$ cat config.mk
export PLATFORM = sky130hd
export DESIGN_NAME = shift_tx_ctrl
export DESIGN_NICKNAME = d
export VERILOG_FILES = /design/src/rtl/shift_tx_pkg.sv /design/src/rtl/shift_tx_ctrl_bit_timer.sv /design/src/rtl/shift_tx_ctrl.sv
export SDC_FILE = /design/constraint.sdc
export NUM_CORES = 1
export LEC_CHECK = 0
export ABC_AREA = 0
export CAP_MARGIN = 15
export CELL_PAD_IN_SITES_DETAIL_PLACEMENT = 0
export CELL_PAD_IN_SITES_GLOBAL_PLACEMENT = 1
export CORE_MARGIN = 3
export CORE_UTILIZATION = 41
export CTS_CLUSTER_SIZE = 25
export DETAILED_ROUTE_END_ITERATION = 8
export PLACE_DENSITY = 0.95
export SLEW_MARGIN = 20
export SYNTH_ARGS = -nofsm -noshare
export SYNTH_HDL_FRONTEND = slang
export SYNTH_SLANG_ARGS = --single-unit
$ cat constraint.sdc
create_clock -name clock -period 5.05 [get_ports clock]
set_input_delay 1.515 -clock clock [delete_from_list [all_inputs] [get_ports clock]]
set_output_delay 1.515 -clock clock [all_outputs]
set_load 0.03 [all_outputs]
$ cat src/rtl/shift_tx_pkg.sv
// rtl/shift_tx_pkg.sv - shared constants and state encoding for the serial transmit controller
package shift_tx_pkg;

    localparam int DATA_BITS = 8;
    localparam int CNT_W     = 16;
    localparam int IDX_W     = 3;

    localparam logic [2:0] ST_IDLE  = 3'd0;
    localparam logic [2:0] ST_LOAD  = 3'd1;
    localparam logic [2:0] ST_START = 3'd2;
    localparam logic [2:0] ST_DATA  = 3'd3;
    localparam logic [2:0] ST_STOP  = 3'd4;

endpackage

$ cat src/rtl/shift_tx_ctrl_bit_timer.sv
// rtl/shift_tx_ctrl_bit_timer.sv - bit-period counter with last-cycle-of-period flag
module bit_timer
    import shift_tx_pkg::*;
#(
    parameter int CLKS_PER_BIT = 4
) (
    input  logic clock,
    input  logic reset_n,
    input  logic i_load,
    input  logic i_enable,
    output logic o_last
);

    localparam logic [CNT_W-1:0] LAST_COUNT = CNT_W'(CLKS_PER_BIT - 1);

    logic [CNT_W-1:0] r_count;

    // Count cycles within a bit period; load returns the count to zero, the
    // final cycle of a period wraps so the next period starts cleanly.
    always_ff @(posedge clock) begin
        if (!reset_n || i_load) begin
            r_count <= '0;
        end else if (i_enable) begin
            if (o_last) begin
                r_count <= '0;
            end else begin
                r_count <= r_count + 1'b1;
            end
        end
    end

    assign o_last = (r_count == LAST_COUNT);

endmodule

$ cat src/rtl/shift_tx_ctrl.sv
// rtl/shift_tx_ctrl.sv - serial transmit controller driving an external 8-bit shift register
module shift_tx_ctrl
    import shift_tx_pkg::*;
#(
    parameter int CLKS_PER_BIT = 4
) (
    input  logic       clock,
    input  logic       reset_n,
    input  logic [7:0] data_in,
    input  logic       data_valid,
    output logic       data_ready,
    output logic [7:0] load_val,
    output logic       load_n,
    output logic       shift_right,
    output logic       asr,
    input  logic       q_lsb,
    output logic       tx_bit,
    output logic       busy,
    output logic       done
);

    localparam logic [IDX_W-1:0] LAST_IDX = IDX_W'(DATA_BITS - 1);

    logic [2:0]       r_state;
    logic [IDX_W-1:0] r_bit_idx;
    logic [7:0]       r_load_val;

    logic w_last;
    logic w_timer_load;
    logic w_timer_en;

    // The period counter is held at zero until the line starts toggling, so
    // the START bit always gets a full period.
    assign w_timer_load = (r_state == ST_IDLE) || (r_state == ST_LOAD);
    assign w_timer_en   = !w_timer_load;

    bit_timer #(
        .CLKS_PER_BIT(CLKS_PER_BIT)
    ) u_bit_timer (
        .clock   (clock),
        .reset_n (reset_n),
        .i_load  (w_timer_load),
        .i_enable(w_timer_en),
        .o_last  (w_last)
    );

    // Frame sequencing: IDLE -> LOAD -> START -> DATA x8 -> STOP -> IDLE.
    always_ff @(posedge clock) begin
        if (!reset_n) begin
            r_state    <= ST_IDLE;
            r_bit_idx  <= '0;
            r_load_val <= 8'h00;
        end else begin
            case (r_state)
                ST_IDLE: begin
                    if (data_valid) begin
                        r_load_val <= data_in;
                        r_state    <= ST_LOAD;
                    end
                end
                ST_LOAD: begin
                    r_state <= ST_START;
                end
                ST_START: begin
                    if (w_last) begin
                        r_state   <= ST_DATA;
                        r_bit_idx <= '0;
                    end
                end
                ST_DATA: begin
                    if (w_last) begin
                        if (r_bit_idx == LAST_IDX) begin
                            r_state <= ST_STOP;
                        end else begin
                            r_bit_idx <= r_bit_idx + 1'b1;
                        end
                    end
                end
                ST_STOP: begin
                    if (w_last) begin
                        r_state <= ST_IDLE;
                    end
                end
                default: begin
                    r_state <= ST_IDLE;
                end
            endcase
        end
    end

    assign data_ready  = (r_state == ST_IDLE);
    assign busy        = (r_state != ST_IDLE);
    assign load_val    = r_load_val;
    assign load_n      = (r_state != ST_LOAD);
    assign shift_right = (r_state == ST_DATA) && w_last;
    assign done        = (r_state == ST_STOP) && w_last;
    assign asr         = 1'b0;

    // Serial line level: start bit low, data straight from the shift register, otherwise idle high.
    always_comb begin
        tx_bit = 1'b1;
        case (r_state)
            ST_START: tx_bit = 1'b0;
            ST_DATA:  tx_bit = q_lsb;
            default:  tx_bit = 1'b1;
        endcase
    end

endmodule

==> results.md <==
* Status: completed
* Hold_buf cts at 0
* Setup repair bufs after CTS at 0
* Critical Path Max Stage Delay at approximately 0.66 ns
* Grt ovf at 0
* Mapped Cells at between 150 and 200
* Ranking of synthesized cells by area: dfxtp_1, nand2_1, xnor2_1
* Hold Crit Class: flip-flop to flip-flop
* Final period utilization at about 85%
* Worst Path Buf+Inv at 2
* Synthesized area per cell at 8.50 um^2
* Post-synth net total at approximately 190
* H-tree depth at 2
* DR WL met3 at ~150 um
* CP top delay family: buffers and inverters
* Routability cong. at 0.773
* Core Area at 3200 um^2
* Synth unique cells at a little over 40
* CTS tree: built
* Post-CTS sizing at 0
* CP max-delay cell: clkdlybuf4s50_1
* Leakage power at 0.591 nW
* Setup TNS at 0 ns
* Power Density at between 200 and 300 nW/um^2
* Die Width at around 66 um
* M1 wire length at roughly 1300 um
* Top FF cell, synth: dfxtp_1
* Clock buffer depth at 2
* VDD IR max at around 0.13 mV
* N_diodes at 0
* Vias in the first global route at around 1200
* Clk Tree Root Cell: clkbuf_4
* WP data required at ~3.5 ns
* Area leader, netlist: dfxtp_1
* First-pass GRT wire length at between 5000 and 6000 um
* Crit path cell chain: clkdlybuf4s50_1 > nand2_1 > nand2_1 > clkdlybuf4s50_1
* Die H at approximately 66 um
* Clock Sinks at 30
* Final setup fails at 0
* CP Capture Type: primary output
* Asr flop ratio synth at 0%
* ANT nets after route at 0
* FMAX at between 200 and 250 MHz
* Yosys top cell area share at between 40% and 50%
* Port bufs at 25
* Detail Route met2 WL at between 1000 and 1500 um
* Count of final max-slew check failures at 0
* Worst Skew at 0.00468 ns
* Layout cell share with drive strength beyond 1 at 6.67%
* Fin util at around 55%
* Iter 0 DRT Violations at 29
* Crit path time final at approximately 4.3 ns
* # DRC at 0
* Synth Register Bits at 30
* First drt pass iteration count at 4
* Startpoint types: primary input
* Unrepaired setup endpoints after global routing: no
* Area growth, synth to finish at 21.4%
* Maxcap violations at 0
* Cts bufs inserted at 5
* IO Count at 27
* Most common cell in the synthesized netlist: dfxtp_1
* Largest net degree at the start of global routing at 18
* Initial core utilization at about 45%
* Avg WL per Cell at around 13 um
* Synth top cells by count: dfxtp_1, nand2_1, nor2_1, xnor2_1, nand3_1
* Vias at 1271
* Clock-pin slew on the worst setup and hold paths at ~0.080 ns
* Post-synth EDFFs at 0
* Total power at 0.000453 W
* Cell Area, Synth at between 1000 and 1500 um^2
* Drt total wl at ~3000 um
* Least-Margin Pin Slew at between 0.5 and 0.6 ns
* Crit Path Category: primary input to primary output
* CP max FO at 1
* Gr usage total at between 10% and 20%
* Final hold violation count at 0
* Critical Path AT at about 2.8 ns
* Via density per instance at between 5 and 6
* Synth Warn # at 0
* Max_slew headroom at a little over three fifths
* DR top layer: met4
* Initial antenna violation count at 0
* Post-synthesis sequential area ratio at slightly above 40%
* Final HPWL DP at between 2000 and 2500 um
* Row count at 20
* DIE AREA at roughly 4300 um^2
* Clock Latency Late Sink at 0.33 ns
* Net count, final at between 200 and 250
-- cells in the final DEF, fill, tap and decap left out, types with 5 or more instances in the layout --
| cell | count |
|---|---|
| nand2_1 | 27 |
| nor3_1 | 5 |
| a21boi_0 | 5 |
| clkdlybuf4s50_1 | 25 |
| nor4_1 | 5 |
| dfxtp_1 | 30 |
| nand3_1 | 8 |
| xnor2_1 | 11 |
| nor2_1 | 21 |
| clkbuf_4 | 5 |
| inv_1 | 5 |
-- worst paths after layout --
path	from	slack, ns	endpoint	depth (start not counted)
max reg2reg	u_bit_timer.r_count[0]	3.20	r_bit_idx[2]	5
min reg2reg	load_val[0]	0.46	load_val[0]	2
max	q_lsb	0.78	tx_bit	4
min	load_val[0]	0.46	load_val[0]	2
-- power breakdown --
part           switching (W)  leakage [nW]  internal, W
clock network      0.0000778        0.0254    0.0000523
logic              0.0000413         0.323    0.0000312
registers         0.00000726         0.243     0.000243
total               0.000126         0.591     0.000327
-- state kept, by name, indices dropped and copies added, names as in the netlist --
name / count
r_state: 3
r_bit_idx: 3
load_val: 8
u_bit_timer.r_count: 16
-- area by class of cell --
cell class                 instances  area (um^2)
clock buffer                       7         45.0
tap                               44         55.1
inverter                           5         18.8
timing repair buffer              25          250
fill                             328         1440
multi-input combinational        128          796
sequential                        30          601
-- through the flow --
| step | cell area [um^2] | worst slack [ns] | cells | hold WS [ns] |
|---|---|---|---|---|
| finish | 1770 | 0.781 | 239 | 0.461 |
| global route | 1770 | 0.723 | 239 | 0.489 |
| CTS | 1770 | 0.773 | 239 | 0.464 |
| detailed placement | 1720 | 0.782 | 232 | 0.452 |
| global placement | 1720 | 0.780 | 232 | 0.442 |
| floorplan | 1450 | 1.75 | 171 | 0.430 |
-- logic make-up after synthesis --
| logic type | Yosys count | synth area share, % |
|---|---|---|
| flops | 30 | 41.3 |
| xor+xnor | 13 | 7.83 |
| fa+ha+maj | 3 | 2.58 |
| other cells | 1 | 0.258 |
| simple gates | 87 | 32.0 |
| buf+inv | 13 | 3.96 |
| compound gates | 24 | 12.0 |
-- worst reg2reg max path, cell delays in order (launching register included) --
cell     delay (ns)
dfxtp_1        0.39
ha_1           0.22
nor4b_2        0.41
nand4_2        0.28
o211a_1        0.29
a31o_1         0.17
-- metal layers --
layer	vias to the layer above	GRT usage (%)
li1	635	-
met1	600	18.1
met2	31	25.9
met3	5	6.67
met4	0	6.48
met5	-	0
(Power assumes the default switching activity.)
==> RTL edit (same flow settings) <==
Change the package constant `IDX_W` from 3 to 2.
--- a/src/rtl/shift_tx_pkg.sv
+++ b/src/rtl/shift_tx_pkg.sv
@@ -5,3 +5,3 @@
     localparam int CNT_W     = 16;
-    localparam int IDX_W     = 3;
+    localparam int IDX_W     = 2;
 
Formal check against the unedited RTL: same outputs for any inputs over 10 cycles, from zero or initial values and one cycle with reset_n low; that may be too few to reach the edited logic, so the function may still have changed.
==> RTL edit against the unedited design <==
Worst setup slack got worse by 0.014 ns. Wire length decreased by 0.59%. Power increased by 12%. Fmax decreased by 0.33%. Via count decreased by 4.5%. Cell count decreased by 3.3%. Sequential cell count decreased by 1. Register-to-register slack got worse by 0.15 ns. Area after synthesis decreased by 4.3%. Sequential power decreased by 3%. Design area decreased by 1.3%. Synthesized cell count decreased by 5.3%. Utilization increased by 0.12 points. Combinational power decreased by 3%. Largest power group unchanged.
==> RTL edit: results (changes against the unedited design) <==
\begin{tabular}{lr}
\hline
Metric & Value \\
\hline
\multicolumn{2}{l}{\textbf{Min path}} \\
Capture endpoint of the worst hold path & load\_val[7] (was load\_val[0]) \\
Hold wc startpoint & load\_val[7] (was load\_val[0]) \\
\multicolumn{2}{l}{\textbf{Yosys}} \\
Syn\_nets & 176 (was 186) \\
Share of the synthesized netlist area taken by xor and xnor gates & 7.554\% (was 7.831\%) \\
Synth unique cells & 38 (was 41) \\
Multiplexer fraction of the synthesized cell area & 1.439\% (was 0\%) \\
Area fraction in compound gates after synthesis & 12.95\% (was 12.05\%) \\
Share of the yosys chip area belonging to registers & 41.73\% (was 41.31\%) \\
Area share of fa/ha/maj cells after synthesis & 1.799\% (was 2.582\%) \\
Top cells by count, synth & sky130\_fd\_sc\_hd\_\_dfxtp\_1, sky130\_fd\_sc\_hd\_\_nand2\_1, sky130\_fd\_sc\_hd\_\_nor2\_1 (unchanged) \\
\multicolumn{2}{l}{\textbf{GRT}} \\
Met3 Usage GRT & 5.448\% (was 6.667\%) \\
Global-route wire length before repair & 5099 um (was 5223 um) \\
Overall fraction of global-route tracks in use & 15.73\% (was 15.85\%) \\
Largest net degree at the start of global routing & 17 (was 18) \\
\multicolumn{2}{l}{\textbf{Drt}} \\
Detailed-routing wirelength on met1 & 1314 um (was 1336 um) \\
Wire length on met3 & 161 um (was 150 um) \\
Drt first-iter violations & 44 (was 29) \\
Vias per Instance & 5.255 (was 5.318) \\
Met2 wire len & 1495 um (was 1493 um) \\
\multicolumn{2}{l}{\textbf{Power and ir drop}} \\
Internal power of the cells & 383.7 uW (was 326.8 uW) \\
Worst IR Drop VDD & 207.3 uV (was 134.8 uV) \\
Switching share of power & 24.71\% (was 27.88\%) \\
Power drawn by the combinational cells & 70.6 uW (was 72.5 uW) \\
\multicolumn{2}{l}{\textbf{Timing}} \\
Minimum hold slack & 0.4688 ns (was 0.4613 ns) \\
Worst Clk Skew & 0.003952 ns (was 0.004682 ns) \\
\multicolumn{2}{l}{\textbf{Setup path}} \\
Worst reg2reg endpoint & u\_bit\_timer.r\_count[10] (was r\_bit\_idx[2]) \\
Worst reg-to-reg setup slack & 3.05 ns (was 3.20 ns) \\
Arrival @ worst endpoint & 2.77 ns (was 2.75 ns) \\
\multicolumn{2}{l}{\textbf{Cells and area}} \\
Final clock-cell share & 4.885\% (was 2.551\%) \\
Non-clock buffer share of cell area & 14.37\% (was 14.17\%) \\
Multi-input gate area in the final layout & 755.7 sq um (was 795.8 sq um) \\
Proportion of layout cells with a drive suffix above 1 & 6.417\% (was 6.667\%) \\
\multicolumn{2}{l}{\textbf{Clocking}} \\
Clock net sink count & 29 (was 30) \\
\multicolumn{2}{l}{\textbf{Placement}} \\
Final HPWL from detailed placement & 2211 um (was 2205 um) \\
\multicolumn{2}{l}{\textbf{Run status}} \\
Status & completed (unchanged) \\
\hline
\end{tabular}
[RTL edit: changes by cell type in the layout (fill, tap and decap cells not counted), moves of 3 or more]
| cell | unedited run | this run |
|---|---|---|
| sky130_fd_sc_hd__a21boi_1 | 4 | 0 |
| sky130_fd_sc_hd__a21boi_0 | 5 | 8 |
| sky130_fd_sc_hd__nor4_1 | 5 | 2 |
| sky130_fd_sc_hd__nand4_1 | 4 | 7 |
| sky130_fd_sc_hd__xor2_1 | 2 | 6 |
| sky130_fd_sc_hd__xnor2_1 | 11 | 6 |
| sky130_fd_sc_hd__o211ai_1 | 3 | 0 |
[RTL edit: through the flow]
stage | std cells | instance area, sq um | setup slack, ns | util (%)
6_report | 231 | 1742 | 0.7669 | 55.24
5_1_grt | 231 | 1742 | 0.7092 | 55.24
4_1_cts | 231 | 1742 | 0.7633 | 55.24
3_5_place_dp | 223 | 1657 | 0.7716 | 52.54
3_3_place_gp | 223 | 1657 | 0.7826 | 52.54
2_1_floorplan | 162 | 1391 | 1.747 | -
